`config.mk`:
```
export PLATFORM = sky130hd
export DESIGN_NAME = lsu
export DESIGN_NICKNAME = d
export VERILOG_FILES = /design/src/rtl/lsu.sv
export SDC_FILE = /design/constraint.sdc
export NUM_CORES = 1
export LEC_CHECK = 0
export ABC_CLOCK_PERIOD_IN_PS = 5500
export BUFFER_PORTS_ARGS = -buffer_cell sky130_fd_sc_hd__buf_2
export CORE_MARGIN = 2
export CORE_UTILIZATION = 35
export CTS_CLUSTER_DIAMETER = 100
export CTS_CLUSTER_SIZE = 20
export DETAILED_ROUTE_END_ITERATION = 12
export SYNTH_ARGS = -nofsm -noshare
export SYNTH_HDL_FRONTEND = slang
export SYNTH_SLANG_ARGS = --single-unit
```
`constraint.sdc`:
```
create_clock -name clk_i -period 5.5 [get_ports clk_i]
set_input_delay 1.375 -clock clk_i [delete_from_list [all_inputs] [get_ports clk_i]]
set_output_delay 1.375 -clock clk_i [all_outputs]
set_load 0.05 [all_outputs]
```
`src/rtl/lsu.sv`:
```
// Load/store unit: one outstanding core request, alignment check, sized
// data-memory access with a fixed read-settle time, sign/zero-extended loads.
module lsu #(
  parameter int unsigned MEM_LAT = 1
) (
  input  logic        clk_i,
  input  logic        rst_i,
  input  logic        req_valid_i,
  output logic        req_ready_o,
  input  logic        req_we_i,
  input  logic [31:0] req_addr_i,
  input  logic [31:0] req_wdata_i,
  input  logic [1:0]  req_size_i,
  input  logic        req_unsigned_i,
  output logic        resp_valid_o,
  input  logic        resp_ready_i,
  output logic [31:0] resp_rdata_o,
  output logic        resp_err_o,
  output logic [31:0] mem_addr_o,
  output logic [31:0] mem_wdata_o,
  output logic        mem_we_o,
  output logic [1:0]  mem_hb_o,
  output logic        mem_uload_o,
  input  logic [31:0] mem_rdata_i
);

  localparam int unsigned AW = 32;
  localparam int unsigned DW = 32;
  localparam int unsigned CW = 4;

  localparam logic [1:0] SZ_WORD = 2'b00;
  localparam logic [1:0] SZ_BYTE = 2'b01;
  localparam logic [1:0] SZ_HALF = 2'b10;
  localparam logic [1:0] SZ_NONE = 2'b11;

  typedef enum logic [1:0] {
    S_IDLE   = 2'b00,
    S_ACCESS = 2'b01,
    S_RESP   = 2'b10
  } state_e;

  state_e state_q, state_d;

  logic          req_ready_q, req_ready_d;
  logic          resp_valid_q, resp_valid_d;
  logic [DW-1:0] resp_rdata_q, resp_rdata_d;
  logic          resp_err_q, resp_err_d;
  logic [AW-1:0] mem_addr_q, mem_addr_d;
  logic [DW-1:0] mem_wdata_q, mem_wdata_d;
  logic          mem_we_q, mem_we_d;
  logic [1:0]    mem_hb_q, mem_hb_d;
  logic          mem_uload_q, mem_uload_d;

  logic          we_q, we_d;
  logic [1:0]    size_q, size_d;
  logic          uns_q, uns_d;
  logic [CW-1:0] cnt_q, cnt_d;

  logic hs_c;
  logic misal_c;
  logic last_c;

  // Memory returns right-aligned data; only the extension happens here.
  function automatic logic [DW-1:0] load_ext(input logic [DW-1:0] d,
                                             input logic [1:0]    sz,
                                             input logic          uns);
    logic [DW-1:0] r;
    case (sz)
      SZ_BYTE: r = uns ? {24'h0, d[7:0]}  : {{24{d[7]}}, d[7:0]};
      SZ_HALF: r = uns ? {16'h0, d[15:0]} : {{16{d[15]}}, d[15:0]};
      default: r = d;
    endcase
    return r;
  endfunction

  assign hs_c   = req_valid_i & req_ready_q;
  assign last_c = (cnt_q == '0);

  always_comb begin : misalign
    misal_c = 1'b0;
    case (req_size_i)
      SZ_WORD: misal_c = (req_addr_i[1:0] != 2'b00);
      SZ_HALF: misal_c = req_addr_i[0];
      SZ_BYTE: misal_c = 1'b0;
      default: misal_c = 1'b1;
    endcase
  end

  always_ff @(posedge clk_i or posedge rst_i) begin : regs
    if (rst_i) begin
      state_q      <= S_IDLE;
      req_ready_q  <= 1'b0;
      resp_valid_q <= 1'b0;
      resp_rdata_q <= '0;
      resp_err_q   <= 1'b0;
      mem_addr_q   <= '0;
      mem_wdata_q  <= '0;
      mem_we_q     <= 1'b0;
      mem_hb_q     <= SZ_NONE;
      mem_uload_q  <= 1'b0;
      we_q         <= 1'b0;
      size_q       <= SZ_NONE;
      uns_q        <= 1'b0;
      cnt_q        <= '0;
    end else begin
      state_q      <= state_d;
      req_ready_q  <= req_ready_d;
      resp_valid_q <= resp_valid_d;
      resp_rdata_q <= resp_rdata_d;
      resp_err_q   <= resp_err_d;
      mem_addr_q   <= mem_addr_d;
      mem_wdata_q  <= mem_wdata_d;
      mem_we_q     <= mem_we_d;
      mem_hb_q     <= mem_hb_d;
      mem_uload_q  <= mem_uload_d;
      we_q         <= we_d;
      size_q       <= size_d;
      uns_q        <= uns_d;
      cnt_q        <= cnt_d;
    end
  end

  always_comb begin : next_state
    state_d = state_q;
    case (state_q)
      S_IDLE:   if (hs_c) state_d = misal_c ? S_RESP : S_ACCESS;
      S_ACCESS: if (we_q || last_c) state_d = S_RESP;
      S_RESP:   if (resp_ready_i) state_d = S_IDLE;
      default:  state_d = S_IDLE;
    endcase
  end

  // Outputs are registered from the next state so they line up with it.
  always_comb begin : outputs
    req_ready_d  = (state_d == S_IDLE);
    resp_valid_d = (state_d == S_RESP);
    resp_rdata_d = resp_rdata_q;
    resp_err_d   = resp_err_q;
    mem_addr_d   = mem_addr_q;
    mem_wdata_d  = mem_wdata_q;
    mem_uload_d  = mem_uload_q;
    mem_we_d     = 1'b0;
    mem_hb_d     = SZ_NONE;
    we_d         = we_q;
    size_d       = size_q;
    uns_d        = uns_q;
    cnt_d        = cnt_q;
    case (state_q)
      S_IDLE: begin
        if (hs_c) begin
          we_d         = req_we_i;
          size_d       = req_size_i;
          uns_d        = req_unsigned_i;
          resp_rdata_d = '0;
          resp_err_d   = misal_c;
          if (!misal_c) begin
            mem_addr_d  = req_addr_i;
            mem_wdata_d = req_wdata_i;
            mem_uload_d = req_unsigned_i;
            mem_hb_d    = req_size_i;
            mem_we_d    = req_we_i;
            cnt_d       = CW'(MEM_LAT - 1);
          end
        end
      end
      S_ACCESS: begin
        if (state_d == S_ACCESS) mem_hb_d = size_q;
        if (!we_q) begin
          if (last_c) resp_rdata_d = load_ext(mem_rdata_i, size_q, uns_q);
          else        cnt_d        = cnt_q - CW'(1);
        end
      end
      S_RESP: begin
        if (resp_ready_i) begin
          resp_rdata_d = '0;
          resp_err_d   = 1'b0;
        end
      end
      default: ;
    endcase
  end

  assign req_ready_o  = req_ready_q;
  assign resp_valid_o = resp_valid_q;
  assign resp_rdata_o = resp_rdata_q;
  assign resp_err_o   = resp_err_q;
  assign mem_addr_o   = mem_addr_q;
  assign mem_wdata_o  = mem_wdata_q;
  assign mem_we_o     = mem_we_q;
  assign mem_hb_o     = mem_hb_q;
  assign mem_uload_o  = mem_uload_q;

endmodule

```
# After elaboration in Yosys (flattened, before gate mapping)
# Cells that the tools add are included.
# word_totals
regBits	113
latch_bits	0
mem_bits_rw	0
rom_bits	0
in_bits	104
wordCells	74
mem_count	0
# op_classes
add_sub_neg	1
n_mul	0
n_div	0
magnitude_cmp	0
n_eq_ne	14
shifts	0
mux	29
n_bitwise	2
reduce_logical	14
# op_table
cell	n
$mux 32	6
$pmux 32 s3	1
$pmux 32 s2	1
$mux 4	4
$mux 2	7
$ne 2x2->1 const B	6
$reduce_and 5->1	2
$eq 2x1->1 const B	4
$eq 2x2->1 const B	4
$pmux 4 s2	1
$logic_not 2->1	3
$pmux 2 s3	1
$reduce_and 3->1	2
$reduce_bool 2->1	3
$mux 1	5
$logic_not 4->1	1
$pmux 2 s2	1
$sub 4x1->4 const B	1
$pmux 1 s3	1
$reduce_bool 3->1	1
$pmux 1 s2	1
$reduce_and 2->1	1
$and 1x1->1	1
$logic_or 1x1->1	1
$not 1->1	1

# Longest topological paths before layout
# Gate-level depths: netlist of the first run.
# logic_depth
word_depth	8
mapped_depth	8
depth_no_buf	6

# Worst setup path before layout of the first run
# No wires, ideal clock.
# synth_timing
kind	input-to-reg
start	in req_size_i[1]
end	reg mem_addr_q[31] (netlist: mem_addr_o[31])
setup_ps	127
arrival_ps	2520
path_slack_ps	2853
cell_stages	7
path_buffers	3
cell_sequence	nand2b_1 -> a21oi_1 -> nor2b_1 -> buf_2 -> buf_6 -> buf_6 -> mux2_1
# synth_via
elab_chain_len	4
word_cells_on_any_way	6
# synth_lines
element	line	source
start, declared	13	input logic [1:0] req_size_i,
$eq 2x1->1, or another cell as far along	81	case (req_size_i)
$pmux 1 s3 *	81	
$not 1->1 (no line) *	--	
$reduce_and 3->1 (no line) *	--	
end signal, assigned	111	mem_addr_q <= mem_addr_d;
end, declared	48	logic [AW-1:0] mem_addr_q, mem_addr_d;
# Every way passes the cells marked *; elsewhere a longest branch is shown, timed or not.
# A chain may end at the register's enable or synchronous reset.

# Worst setup path in the final report of the first run
# layout_timing
start	in req_valid_i
end	reg mem_wdata_q[31] (netlist: mem_wdata_o[31])
# layout_via
elab_chain_len	2
# layout_lines
element	line	source
start, declared	8	input logic req_valid_i,
$and 1x1->1	76	assign hs_c = req_valid_i & req_ready_q;
$reduce_and 3->1 (no line)	--	
end signal, assigned	112	mem_wdata_q <= mem_wdata_d;
end, declared	49	logic [DW-1:0] mem_wdata_q, mem_wdata_d;
# No other way between the ends.

==> results of run 1 <==
metrics by stage:
step | hold WS [ps] | cells
CTS | 485 | 744
floorplan | 475 | 344
detailed placement | 470 | 713
global placement | 463 | 713
finish | 479 | 744
global route | 500 | 744
routing by layer:
metal / part of all wire / wire (um) / track usage / up-vias
met5: 0 / 0 / 0 / -
met3: 0.091 / 1010 / 0.0670 / 16
met4: 0.017 / 191 / 0.0670 / 0
met2: 0.48 / 5290 / 0.256 / 140
met1: 0.41 / 4580 / 0.196 / 1687
li1: - / - / - / 1613
flip-flops by register name, indices dropped and copies added (netlist names), 2 cells and up:
signal        cells
cnt_q             4
mem_addr_o       32
mem_hb_o          2
mem_wdata_o      32
resp_rdata_o     32
size_q            2
state_q           2
how the worst max path moves through the flow:
stage	slack (ps)	end
after floorplan	1140	cnt_q[0]$_DFFE_PP0P_
after global placement	1860	mem_addr_o[29]$_DFFE_PP0P_
after detailed placement	1780	mem_addr_o[28]$_DFFE_PP0P_
after CTS	2220	mem_wdata_o[31]$_DFFE_PP0P_
after global routing	2110	mem_wdata_o[31]$_DFFE_PP0P_
final	2250	mem_wdata_o[31]$_DFFE_PP0P_
worst max-delay path, stage by stage:
cell and delay, ps:
sky130_fd_sc_hd__buf_2 90, sky130_fd_sc_hd__and4bb_4 370, sky130_fd_sc_hd__nor2b_4 930, sky130_fd_sc_hd__buf_4 390, sky130_fd_sc_hd__mux2_1 350
report_power, final:
group	internal (mW)	total (mW)	leakage [nW]	switching [mW]
combinational	0.653	2.35	1.54	1.70
sequential	1.20	1.39	1.41	0.191
clock	0.714	1.08	0.292	0.362
total	2.57	4.82	3.24	2.25
cells in the mapped netlist (2+ instances only):
| cell type | count | share of area |
|---|---|---|
| sky130_fd_sc_hd__nand2_1 | 25 | 0.020 |
| sky130_fd_sc_hd__clkbuf_1 | 6 | 0.0049 |
| sky130_fd_sc_hd__dfstp_2 | 4 | 0.023 |
| sky130_fd_sc_hd__nor2_1 | 10 | 0.0081 |
| sky130_fd_sc_hd__mux2_2 | 54 | 0.13 |
| sky130_fd_sc_hd__nand2b_1 | 2 | 0.0027 |
| sky130_fd_sc_hd__o2bb2ai_1 | 16 | 0.030 |
| sky130_fd_sc_hd__o22ai_1 | 2 | 0.0027 |
| sky130_fd_sc_hd__a21oi_1 | 12 | 0.013 |
| sky130_fd_sc_hd__inv_1 | 16 | 0.013 |
| sky130_fd_sc_hd__mux2_1 | 20 | 0.049 |
| sky130_fd_sc_hd__nand3_1 | 2 | 0.0022 |
| sky130_fd_sc_hd__a211o_1 | 2 | 0.0038 |
| sky130_fd_sc_hd__mux2i_1 | 9 | 0.019 |
| sky130_fd_sc_hd__dfrtp_1 | 109 | 0.59 |
| sky130_fd_sc_hd__buf_6 | 4 | 0.0097 |
| sky130_fd_sc_hd__and2_1 | 2 | 0.0027 |
| sky130_fd_sc_hd__o21ai_0 | 6 | 0.0065 |
| sky130_fd_sc_hd__buf_2 | 6 | 0.0065 |
| sky130_fd_sc_hd__ha_1 | 4 | 0.011 |
| sky130_fd_sc_hd__nor2b_1 | 19 | 0.026 |
kinds of logic after synthesis:
group                    count (synthesis)
flip-flops                             113
adder cells (fa/ha/maj)                  4
AND/OR/NAND/NOR                         68
multiplexers                            83
AO/OA/AOI/OAI                           43
buffers and inverters                   33
final cells by class:
| class | count | share of cell area |
|---|---|---|
| clock inverters | 12 | 0.0220 |
| clock buffers | 19 | 0.0691 |
| repair buffers | 210 | 0.165 |
| multi-input cells | 198 | 0.258 |
| inverters | 16 | 0.00976 |
| flip-flops and latches | 113 | 0.442 |
| well taps | 176 | 0.0343 |
==> summary.md, run 1 <==
| Metric | Value |
|---|---|
| Synthesized-area fraction occupied by ao, oa, aoi and oai cells | `0.0651` |
| Top Ports | `207` |
| Accumulated negative setup slack | `0 ps` |
| Post_cts resized | `0` |
| Worst-case setup slack after placement | `roughly 1800 ps` |
| DRC violation count after routing | `0` |
| Area fraction in and, or, nand and nor cells after synthesis | `0.0773` |
| Unique masters post-synth | `35` |
| Vias post-DR | `approximately 3500` |
| GRT Overall Usage | `0.162` |
| Worst-case headroom to the max-slew limit | `0.184` |
| End of the worst register-to-register path | `mem_wdata_o[31]$_DFFE_PP0P_` |
| Worst setup path class | `primary input to flop` |
| Post-Route Skew | `6.20 ps` |
| Depth of the worst hold-timing path | `1` |
| Die Width | `approximately 120 um` |
| Height of the chip | `119 um` |
| Minimum period implied by the final worst setup slack | `between 3000 and 4000 ps` |
| Hold_sp | `mem_addr_o[31]$_DFFE_PP0P_` |
| Number of H-tree levels | `4` |
| Final setup violation count | `0` |
| Leakage component of the power | `3.24 nW` |
| Util after Layout | `0.490` |
| Number of optimization iterations in the first detailed-route pass | `4` |
| Category of the worst setup path launch point | `primary input` |
| Data arrival time at the worst-slack endpoint | `3530 ps` |
| Clock transition at the registers of the reported paths | `50 ps` |
| Sequential-to-total area share from yosys stat | `0.612` |
| Maximum net fanout on the critical path | `40` |
| Count of yosys warnings during synthesis | `0` |
| Buffer depth of the longest clock path | `2` |
| Highest clock frequency the design can meet | `about 310 MHz` |
| Per-instance average area after synthesis | `13.5 um^2` |
| Number of max-capacitance violations reported | `0` |
| Sum of net half-perimeters after detailed placement | `8110 um` |
| Wire length per cell after detailed routing | `14.9 um` |
| Number of register bits inferred by synthesis | `about 110` |
| Root buf cell | `sky130_fd_sc_hd__clkbuf_16` |
| Clock network latency to the later pin of the worst-skew pair | `400 ps` |
| Most common cell after layout, fill and taps aside | `sky130_fd_sc_hd__buf_2` |
| Placeable core area | `0.0131 mm^2` |
| Placement-stage cell area | `0.00583 mm^2` |
| Final global-route overflow total | `0` |
| DRT Wirelength | `roughly 11000 um` |
| Number of placement rows | `42` |
| DRC violation total after the first TritonRoute iteration | `110` |
| Setup WS post-layout | `2250 ps` |
| Setup repair after global routing missed its margin | `no` |
| FF-to-FF setup slack | `2730 ps` |
| Hold_buf cts | `0` |
| Areal power density over the cells | `752 mW/mm^2` |
| Most frequently used flop master after synthesis | `sky130_fd_sc_hd__dfrtp_1` |
| Cell area after synthesis | `0.00463 mm^2` |
| Register Area | `0.00283 mm^2` |
| Main combinational cell family by area after synthesis | `multiplexers` |
| Data required time at the worst endpoint | `5770 ps` |
| Post-Synth XOR/XNOR Area | `0` |
| Average vias per placed instance | `approximately 4.6` |
| Post-CTS Setup Repair Bufs | `0` |
| Nets@finish | `664` |
| Share of cell area taken by muxes after synthesis | `0.199` |
| Class of the tightest hold or removal check | `flop to flop` |
| Number of hold violations in the final report | `0` |
| First-pass GRT wire length | `17800 um` |
| Area of all placed cells without fillers | `0.00641 mm^2` |
| Largest net degree at the start of global routing | `76` |
| CTS tree | `yes` |
| Antenna violations before repair | `0` |
| Net Count, Synth | `about 450` |
| CTS Buf Count | `17` |
| Initial core utilization | `0.354` |
| EDFF count, synth | `0` |
| Worst setup path start | `req_valid_i` |
| Gp weighted congestion | `0.764` |
| Maximum vdd ir drop | `0.389 mV` |
| Area taken by multi-input logic gates | `0.00165 mm^2` |
| Count of clock tree sinks | `113` |
| Share of flip-flops with an asynchronous set or reset after synthesis | `1.00` |
| Hold worst-path end | `mem_addr_o[31]$_DFFE_PP0P_` |
| Crit Reg-Reg Startpoint | `state_q[1]$_DFF_PP0_` |
| Leading cell types in the layout, fill and taps excluded | `sky130_fd_sc_hd__buf_2, sky130_fd_sc_hd__dfrtp_1, sky130_fd_sc_hd__mux2_2, sky130_fd_sc_hd__nand2_1, sky130_fd_sc_hd__mux2_1` |
| Synth-to-layout area growth | `38.5%` |
| Share of post-route cells with drive strength above 1 | `0.537` |
| Status | `completed` |
| Fillers | `1204` |
| Number of port buffers | `between 200 and 250` |
| Final Max Tran Viols | `0` |
| Worst slew pin tran | `1220 ps` |
| Power Total | `4.82 mW` |
| Count of antenna-violating nets left after detailed routing | `0` |
| Register-to-Register Path Depth | `4` |
| Final clock period utilization by the worst path | `0.591` |
| Number of global-route vias before repair | `3594` |
| Die Footprint | `0.0142 mm^2` |
| Crit end category | `flop` |
| Cell count after synthesis | `between 300 and 400` |
| Number of antenna repair diodes | `0` |
| Adder-cell area share of the yosys netlist | `0.0108` |
No activity file was read; power rests on OpenSTA's default activity.
==> run 2, diff against run 1 <==
Settings changed: ABC_CLOCK_PERIOD_IN_PS 5500 to 3400.
Clock period 5.5 ns to 3.4 ns, I/O delays scaled along.
==> summary.md, run 2 (synthesized netlist as in run 1, its figures left out) <==
| Metric | Value |
|---|---|
| Power Total | `7.96 mW (was 4.82 mW)` |
| Placement-stage cell area | `0.00587 mm^2 (was 0.00583 mm^2)` |
| Sequence of cells on the critical path | `inv_1 > ha_1 > o21ai_1 > o2bb2ai_1 (was buf_2 > and4bb_4 > nor2b_4 > buf_4 > mux2_1)` |
| Post-route non-filler standard cell count | `745 (was 744)` |
| Final Max Tran Viols | `0 (unchanged)` |
| GRT Overall Usage | `0.164 (was 0.162)` |
| Hold_buf cts | `0 (unchanged)` |
| Number of placement rows | `42 (unchanged)` |
| Number of global-route vias before repair | `3630 (was 3594)` |
| Status | `completed (unchanged)` |
| Die Width | `119 um (unchanged)` |
| Count of antenna-violating nets left after detailed routing | `0 (unchanged)` |
| CTS Buf Count | `17 (unchanged)` |
| Critical path's slowest cell | `sky130_fd_sc_hd__o21ai_1 (was sky130_fd_sc_hd__nor2b_4)` |
| Met1 track utilization from global routing | `0.195 (was 0.196)` |
| Largest net degree at the start of global routing | `70 (was 76)` |
| Area of all placed cells without fillers | `0.00651 mm^2 (was 0.00641 mm^2)` |
| DRT Wirelength | `11000 um (was 11100 um)` |
| Most common cell after layout, fill and taps aside | `sky130_fd_sc_hd__buf_2 (unchanged)` |
| Met2 Track Usage GR | `0.260 (was 0.256)` |
| Number of max-capacitance violations reported | `0 (unchanged)` |
| Synth-to-layout area growth | `40.5% (was 38.5%)` |
| Final setup violation count | `0 (unchanged)` |
| Number of optimization iterations in the first detailed-route pass | `4 (unchanged)` |
| Area taken by multi-input logic gates | `0.00165 mm^2 (unchanged)` |
| Fillers | `1198 (was 1204)` |
| Met3 routing resource usage after global routing | `0.0694 (was 0.0670)` |
| Clock network latency to the later pin of the worst-skew pair | `410 ps (was 400 ps)` |
| Average vias per placed instance | `4.60 (was 4.65)` |
| Highest clock frequency the design can meet | `429 MHz` |
| Top Ports | `207 (unchanged)` |
| Clock transition at the registers of the reported paths | `50 ps (about the same)` |
| Number of hold violations in the final report | `0 (unchanged)` |
| Cell family contributing the most delay on the critical path | `compound AO/OA/AOI/OAI gates (was simple AND/OR/NAND/NOR gates)` |
| First-pass GRT wire length | `18100 um (was 17800 um)` |
| Areal power density over the cells | `1220 mW/mm^2 (was 752 mW/mm^2)` |
| Number of antenna repair diodes | `0 (unchanged)` |
| Height of the chip | `119 um (unchanged)` |
| Post-route worst hold slack | `480 ps (was 479 ps)` |
| Data arrival time at the worst-slack endpoint | `2570 ps (was 3530 ps)` |
| Root buf cell | `sky130_fd_sc_hd__clkbuf_16 (unchanged)` |
| Accumulated negative setup slack | `0 ps (unchanged)` |
| Register Area | `0.00283 mm^2 (unchanged)` |
| Nets@finish | `664 (unchanged)` |
| Vias post-DR | `3428 (was 3456)` |
| Number of H-tree levels | `4 (unchanged)` |
| Count of clock tree sinks | `113 (unchanged)` |
| Post-Route Skew | `7.65 ps (was 6.20 ps)` |
| Total buffers and inverters traversed by the critical path | `1 (was 2)` |
| Category of the worst setup path launch point | `flop (was primary input)` |
| Data required time at the worst endpoint | `3640 ps (was 5770 ps)` |
| Initial core utilization | `0.354 (unchanged)` |
| Buffer depth of the longest clock path | `2 (unchanged)` |
| Setup repair after global routing missed its margin | `no (unchanged)` |
| Post_cts resized | `0 (unchanged)` |
| Post-CTS Setup Repair Bufs | `0 (unchanged)` |
| Leakage component of the power | `3.27 nW (was 3.24 nW)` |
| Final global-route overflow total | `0 (unchanged)` |
| Number of port buffers | `206 (unchanged)` |
| Layer carrying the most global-route usage | `met2 (unchanged)` |
| Worst slew pin tran | `1050 ps (was 1220 ps)` |
| CTS tree | `yes (unchanged)` |
| Class of the tightest hold or removal check | `flop to flop (unchanged)` |
| Placed insts | `713 (unchanged)` |
| Sum of net half-perimeters after detailed placement | `8140 um (was 8110 um)` |
| Share of post-route cells with drive strength above 1 | `0.538 (was 0.537)` |
| Minimum period implied by the final worst setup slack | `2330 ps` |
| Placeable core area | `0.0131 mm^2 (unchanged)` |
| Maximum vdd ir drop | `0.633 mV (was 0.389 mV)` |
| Die Footprint | `0.0142 mm^2 (unchanged)` |
| Worst-case headroom to the max-slew limit | `0.296 (was 0.184)` |
| Maximum net fanout on the critical path | `19 (was 40)` |
| Final clock period utilization by the worst path | `0.686` |
| Crit end category | `flop (unchanged)` |
| Gp weighted congestion | `0.770 (was 0.764)` |
| Antenna violations before repair | `0 (unchanged)` |
| DRC violation count after routing | `0 (unchanged)` |
| Wire length per cell after detailed routing | `14.8 um (was 14.9 um)` |
| Largest stage delay on the critical path | `900 ps (was 930 ps)` |
| Leading cell types in the layout, fill and taps excluded | `sky130_fd_sc_hd__buf_2, sky130_fd_sc_hd__dfrtp_1, sky130_fd_sc_hd__mux2_2, sky130_fd_sc_hd__nand2_1, sky130_fd_sc_hd__mux2_1 (unchanged)` |
| DRC violation total after the first TritonRoute iteration | `100 (was 110)` |
| Worst setup path class | `flop to flop (was primary input to flop)` |
## run 2: changes by cell type in the layout (fill, tap and decap cells not counted), sizes merged
cell	before	now
clkbuf	19	22
inv	16	15
bufinv	3	4
clkinv	8	4
clkinvlp	1	3
## run 2: layout make-up
type / instances / share of cell area
timing repair buffer: 210 / 0.169
sequential: 113 / 0.435
clock buffer: 22 / 0.0744
clock inverter: 10 / 0.0238
tap: 176 / 0.0338
multi-input combinational: 198 / 0.254
inverter: 16 / 0.00981
## run 2: final timing paths
kind                       slack (ps)  depth (start not counted)                      endpoint                        from
setup / recovery                 1070                          4  resp_rdata_o[29]$_DFFE_PP0P_       size_q[0]$_DFFE_PP1P_
hold / removal                    480                          1    mem_addr_o[15]$_DFFE_PP0P_  mem_addr_o[15]$_DFFE_PP0P_
setup reg to reg                 1070                          4  resp_rdata_o[29]$_DFFE_PP0P_       size_q[0]$_DFFE_PP1P_
hold reg to reg                   480                          1    mem_addr_o[15]$_DFFE_PP0P_  mem_addr_o[15]$_DFFE_PP0P_
max in group asynchronous        2070                          3         size_q[1]$_DFFE_PP1P_                       rst_i
min in group asynchronous         560                          2     mem_addr_o[9]$_DFFE_PP0P_                       rst_i
## run 2: stage by stage
step / worst slack, ps / utilization
CTS: 1050 / 0.497
global route: 890 / 0.497
floorplan: 1180 / -
finish: 1070 / 0.497
global placement: 962 / 0.448
detailed placement: 904 / 0.448
## run 2: per-layer routing
| layer | share of wire | vias up |
|---|---|---|
| met2 | 0.49 | 140 |
| met3 | 0.094 | 13 |
| met1 | 0.41 | 1663 |
| met5 | 0 | - |
| met4 | 0.014 | 0 |
| li1 | - | 1612 |
## run 2: power by group
part	switching, mW	internal, mW	total [mW]
sequential	0.316	1.94	2.26
combinational	2.74	1.08	3.82
clock	0.592	1.30	1.89
total	3.65	4.32	7.96
==> run 3, diff against run 2 <==
Settings changed: ABC_AREA set to 1, ABC_CLOCK_PERIOD_IN_PS 3400 to 2200.
Clock period 3.4 ns to 2.2 ns, I/O delays scaled along.
==> summary.md, run 3 <==
| Metric | Value |
|---|---|
| Status | `completed (unchanged)` |
| Proportion of power drawn by combinational gates | `0.494 (was 0.479)` |
| Length of routed met2 wiring | `6010 um (was 5370 um)` |
| Synth-to-layout area growth | `34.8% (was 40.5%)` |
| Placed insts | `995 (was 713)` |
| Post-route non-filler standard cell count | `1027 (was 745)` |
| CTS Buf Count | `17 (unchanged)` |
| Worst-case headroom to the max-slew limit | `0.581 (was 0.296)` |
| Library cell occupying the most area in the post-synthesis netlist | `sky130_fd_sc_hd__dfrtp_1 (unchanged)` |
| Nets@finish | `942 (was 664)` |
| Maximum net fanout on the critical path | `1 (was 19)` |
| Number of optimization iterations in the first detailed-route pass | `4 (unchanged)` |
| Adder-cell area share of the yosys netlist | `0.00988 (was 0.0108)` |
| Number of placement rows | `43 (was 42)` |
| Met3 wirelength from detailed routing | `1320 um (was 1040 um)` |
| Switch share | `0.498 (was 0.458)` |
| Wire length on met1 | `6490 um (was 4480 um)` |
| Sequence of cells on the critical path | `buf_2 (was inv_1 > ha_1 > o21ai_1 > o2bb2ai_1)` |
| First-pass GRT wire length | `23500 um (was 18100 um)` |
| Top Ports | `207 (unchanged)` |
| EDFF count, synth | `0 (unchanged)` |
| DRC violation total after the first TritonRoute iteration | `197 (was 100)` |
| Cell count after synthesis | `633 (was 344)` |
| DRT Wirelength | `14000 um (was 11000 um)` |
| Post-Route Skew | `13.5 ps (was 7.65 ps)` |
| Clock power frac | `0.220 (was 0.237)` |
| Minimum period implied by the final worst setup slack | `1720 ps` |
| Leading cell types in the layout, fill and taps excluded | `sky130_fd_sc_hd__nand2_1, sky130_fd_sc_hd__buf_2, sky130_fd_sc_hd__dfrtp_1, sky130_fd_sc_hd__nand3_1, sky130_fd_sc_hd__nor2_1 (was sky130_fd_sc_hd__buf_2, sky130_fd_sc_hd__dfrtp_1, sky130_fd_sc_hd__mux2_2, sky130_fd_sc_hd__nand2_1, sky130_fd_sc_hd__mux2_1)` |
| Class of the tightest hold or removal check | `primary input to asynchronous set/reset pin (was flop to flop)` |
| Cell area after synthesis | `0.00507 mm^2 (was 0.00463 mm^2)` |
| GRT Overall Usage | `0.188 (was 0.164)` |
| Cell family contributing the most delay on the critical path | `flip-flops (was compound AO/OA/AOI/OAI gates)` |
| Number of H-tree levels | `4 (unchanged)` |
| Share of flip-flops with an asynchronous set or reset after synthesis | `1.00 (unchanged)` |
| Per-instance average area after synthesis | `8.00 um^2 (was 13.5 um^2)` |
| Most common cell after layout, fill and taps aside | `sky130_fd_sc_hd__nand2_1 (was sky130_fd_sc_hd__buf_2)` |
| Post-CTS Setup Repair Bufs | `0 (unchanged)` |
| Synthesized-area fraction occupied by ao, oa, aoi and oai cells | `0.0138 (was 0.0651)` |
| Final global-route overflow total | `0 (unchanged)` |
| Data required time at the worst endpoint | `1650 ps (was 3640 ps)` |
| Sum of net half-perimeters after detailed placement | `9340 um (was 8140 um)` |
| Final clock period utilization by the worst path | `0.784` |
| Highest clock frequency the design can meet | `between 500 and 600 MHz` |
| Most frequently used flop master after synthesis | `sky130_fd_sc_hd__dfrtp_1 (unchanged)` |
| Leakage component of the power | `4.12 nW (was 3.27 nW)` |
| Count of yosys warnings during synthesis | `0 (unchanged)` |
| Dominant cell by count in the synthesized netlist | `sky130_fd_sc_hd__nand2_1 (was sky130_fd_sc_hd__dfrtp_1)` |
| Area fraction in and, or, nand and nor cells after synthesis | `0.342 (was 0.0773)` |
| Max layer used | `met4 (unchanged)` |
| Data arrival time at the worst-slack endpoint | `1170 ps (was 2570 ps)` |
| Share of cell area taken by muxes after synthesis | `0 (was 0.199)` |
| Crit end category | `output port (was flop)` |
| Worst slew pin tran | `629 ps (was 1050 ps)` |
| Antenna violations before repair | `3 (was 0)` |
| DRC violation count after routing | `0 (unchanged)` |
| Critical path's slowest cell | `sky130_fd_sc_hd__dfstp_2 (was sky130_fd_sc_hd__o21ai_1)` |
| Largest stage delay on the critical path | `510 ps (was 900 ps)` |
| FF-to-FF setup slack | `520 ps (was 1070 ps)` |
| Areal power density over the cells | `1740 mW/mm^2 (was 1220 mW/mm^2)` |
| Share of post-route cells with drive strength above 1 | `0.302 (was 0.538)` |
| CTS tree | `yes (unchanged)` |
| Largest net degree at the start of global routing | `114 (was 70)` |
| Height of the chip | `124 um (was 119 um)` |
| Number of register bits inferred by synthesis | `113 (unchanged)` |
| Average vias per placed instance | `4.47 (was 4.60)` |
| Vias post-DR | `4591 (was 3428)` |
| Commonest cells in the netlist | `sky130_fd_sc_hd__nand2_1, sky130_fd_sc_hd__dfrtp_1, sky130_fd_sc_hd__nand3_1 (was sky130_fd_sc_hd__dfrtp_1, sky130_fd_sc_hd__mux2_2, sky130_fd_sc_hd__nand2_1)` |
| Wire length per cell after detailed routing | `13.6 um (was 14.8 um)` |
| Clock transition at the registers of the reported paths | `50 ps (about the same)` |
| Fillers | `1423 (was 1198)` |
| Util after Layout | `0.488 (was 0.497)` |
| Number of global-route vias before repair | `4663 (was 3630)` |
| Die Footprint | `0.0155 mm^2 (was 0.0142 mm^2)` |
| Accumulated negative setup slack | `0 ps (unchanged)` |
| Count of antenna-violating nets left after detailed routing | `0 (unchanged)` |
| Main combinational cell family by area after synthesis | `simple AND/OR/NAND/NOR gates (was multiplexers)` |
| Placeable core area | `0.0140 mm^2 (was 0.0131 mm^2)` |
| Area share of the largest cell type after synthesis | `0.538 (was 0.589)` |
| Net load switching power | `5.92 mW (was 3.65 mW)` |
| Int Power | `5.96 mW (was 4.32 mW)` |
| Number of hold violations in the final report | `0 (unchanged)` |
| Buffer depth of the longest clock path | `2 (unchanged)` |
| Sequential-to-total area share from yosys stat | `0.559 (was 0.612)` |
| Setup repair after global routing missed its margin | `no (unchanged)` |
| Unique masters post-synth | `21 (was 35)` |
| Root buf cell | `sky130_fd_sc_hd__clkbuf_16 (unchanged)` |
| Initial core utilization | `0.362 (was 0.354)` |
| Die Width | `124 um (was 119 um)` |
| Maximum vdd ir drop | `0.972 mV (was 0.633 mV)` |
| Number of port buffers | `206 (unchanged)` |
| Top cells by area, synth | `sky130_fd_sc_hd__dfrtp_1, sky130_fd_sc_hd__nand2_1, sky130_fd_sc_hd__nand3_1 (was sky130_fd_sc_hd__dfrtp_1, sky130_fd_sc_hd__mux2_2, sky130_fd_sc_hd__mux2_1)` |
| Total buffers and inverters traversed by the critical path | `1 (unchanged)` |
| Hold_buf cts | `0 (unchanged)` |
| Number of max-capacitance violations reported | `0 (unchanged)` |
| Part of the total power dissipated in sequential elements | `0.286 (was 0.283)` |
| Post_cts resized | `0 (unchanged)` |
| Post-Synth XOR/XNOR Area | `0.00173 (was 0)` |
| Clock network latency to the later pin of the worst-skew pair | `410 ps (about the same)` |
| Final setup violation count | `0 (unchanged)` |
| Final Max Tran Viols | `0 (unchanged)` |
| Category of the worst setup path launch point | `flop (unchanged)` |
| Net Count, Synth | `741 (was 452)` |
| Count of clock tree sinks | `113 (unchanged)` |
| Gp weighted congestion | `0.753 (was 0.770)` |
| Worst setup path class | `flop to output port (was flop to flop)` |
[run 3: cell count changes after synthesis, sizes merged, moves of 21 or more]
cell,previous run,this run
nand2,25,286
nand3,2,81
mux2,74,0
nor2,10,57
inv,16,40
buf,11,32
[run 3: cell families after synthesis]
kind of cell	count (synthesis)
DFF	113
AOI/OAI and AO/OA	14
adders and majority gates	4
and+or+nand+nor	426
xor gates and xnor gates	1
buffers and inverters	75
[run 3: metrics by stage]
step | hold slack (ps) | total power, mW | setup slack, ps | cell area [um^2]
global route | 362 | 12.6 | 302 | 6830
CTS | 346 | 12.0 | 453 | 6820
floorplan | 495 | 7.84 | 282 | 5070
detailed placement | 453 | 9.33 | 471 | 6260
global placement | 448 | 9.31 | 509 | 6260
finish | 303 | 11.9 | 476 | 6830
[run 3: path summary, 6_finish.rpt]
check | from | end | cells after the start
worst min-delay path | rst_i | resp_rdata_o[8]$_DFFE_PP0P_ | 3
min in group clk_i | req_addr_i[15] | mem_addr_o[15]$_DFFE_PP0P_ | 3
max in group asynchronous | rst_i | resp_rdata_o[25]$_DFFE_PP0P_ | 3
worst max-delay path | mem_hb_o[0]$_DFF_PP1_ | mem_hb_o[0] | 1
worst min register to register | mem_wdata_o[26]$_DFFE_PP0P_ | mem_wdata_o[26]$_DFFE_PP0P_ | 2
worst max register to register | size_q[0]$_DFFE_PP1P_ | resp_rdata_o[31]$_DFFE_PP0P_ | 10
[run 3: cell type report]
class	count	area (um^2)	area share
clock inverters	6	82.6	0.0121
multi-input cells	445	1870	0.273
well taps	180	225	0.0330
diodes	3	7.51	0.00110
clock buffers	23	478	0.0700
inverters	41	158	0.0231
repair buffers	216	1180	0.173
flip-flops and latches	113	2830	0.415
[run 3: power by group through the flow]
stage / registers, mW / clock network, mW / logic (mW)
2_1_floorplan: 6.00 / 0 / 1.85
3_3_place_gp: 3.42 / 0 / 5.89
3_5_place_dp: 3.39 / 0 / 5.94
4_1_cts: 3.40 / 2.68 / 5.93
5_1_grt: 3.50 / 2.78 / 6.36
6_report: 3.40 / 2.62 / 5.87
[run 3: metal layers]
metal / global-route usage / vias to the layer above
met2: 0.276 / 176
met4: 0.0555 / 0
met1: 0.256 / 2051
met3: 0.0773 / 12
met5: 0 / -
li1: - / 2352
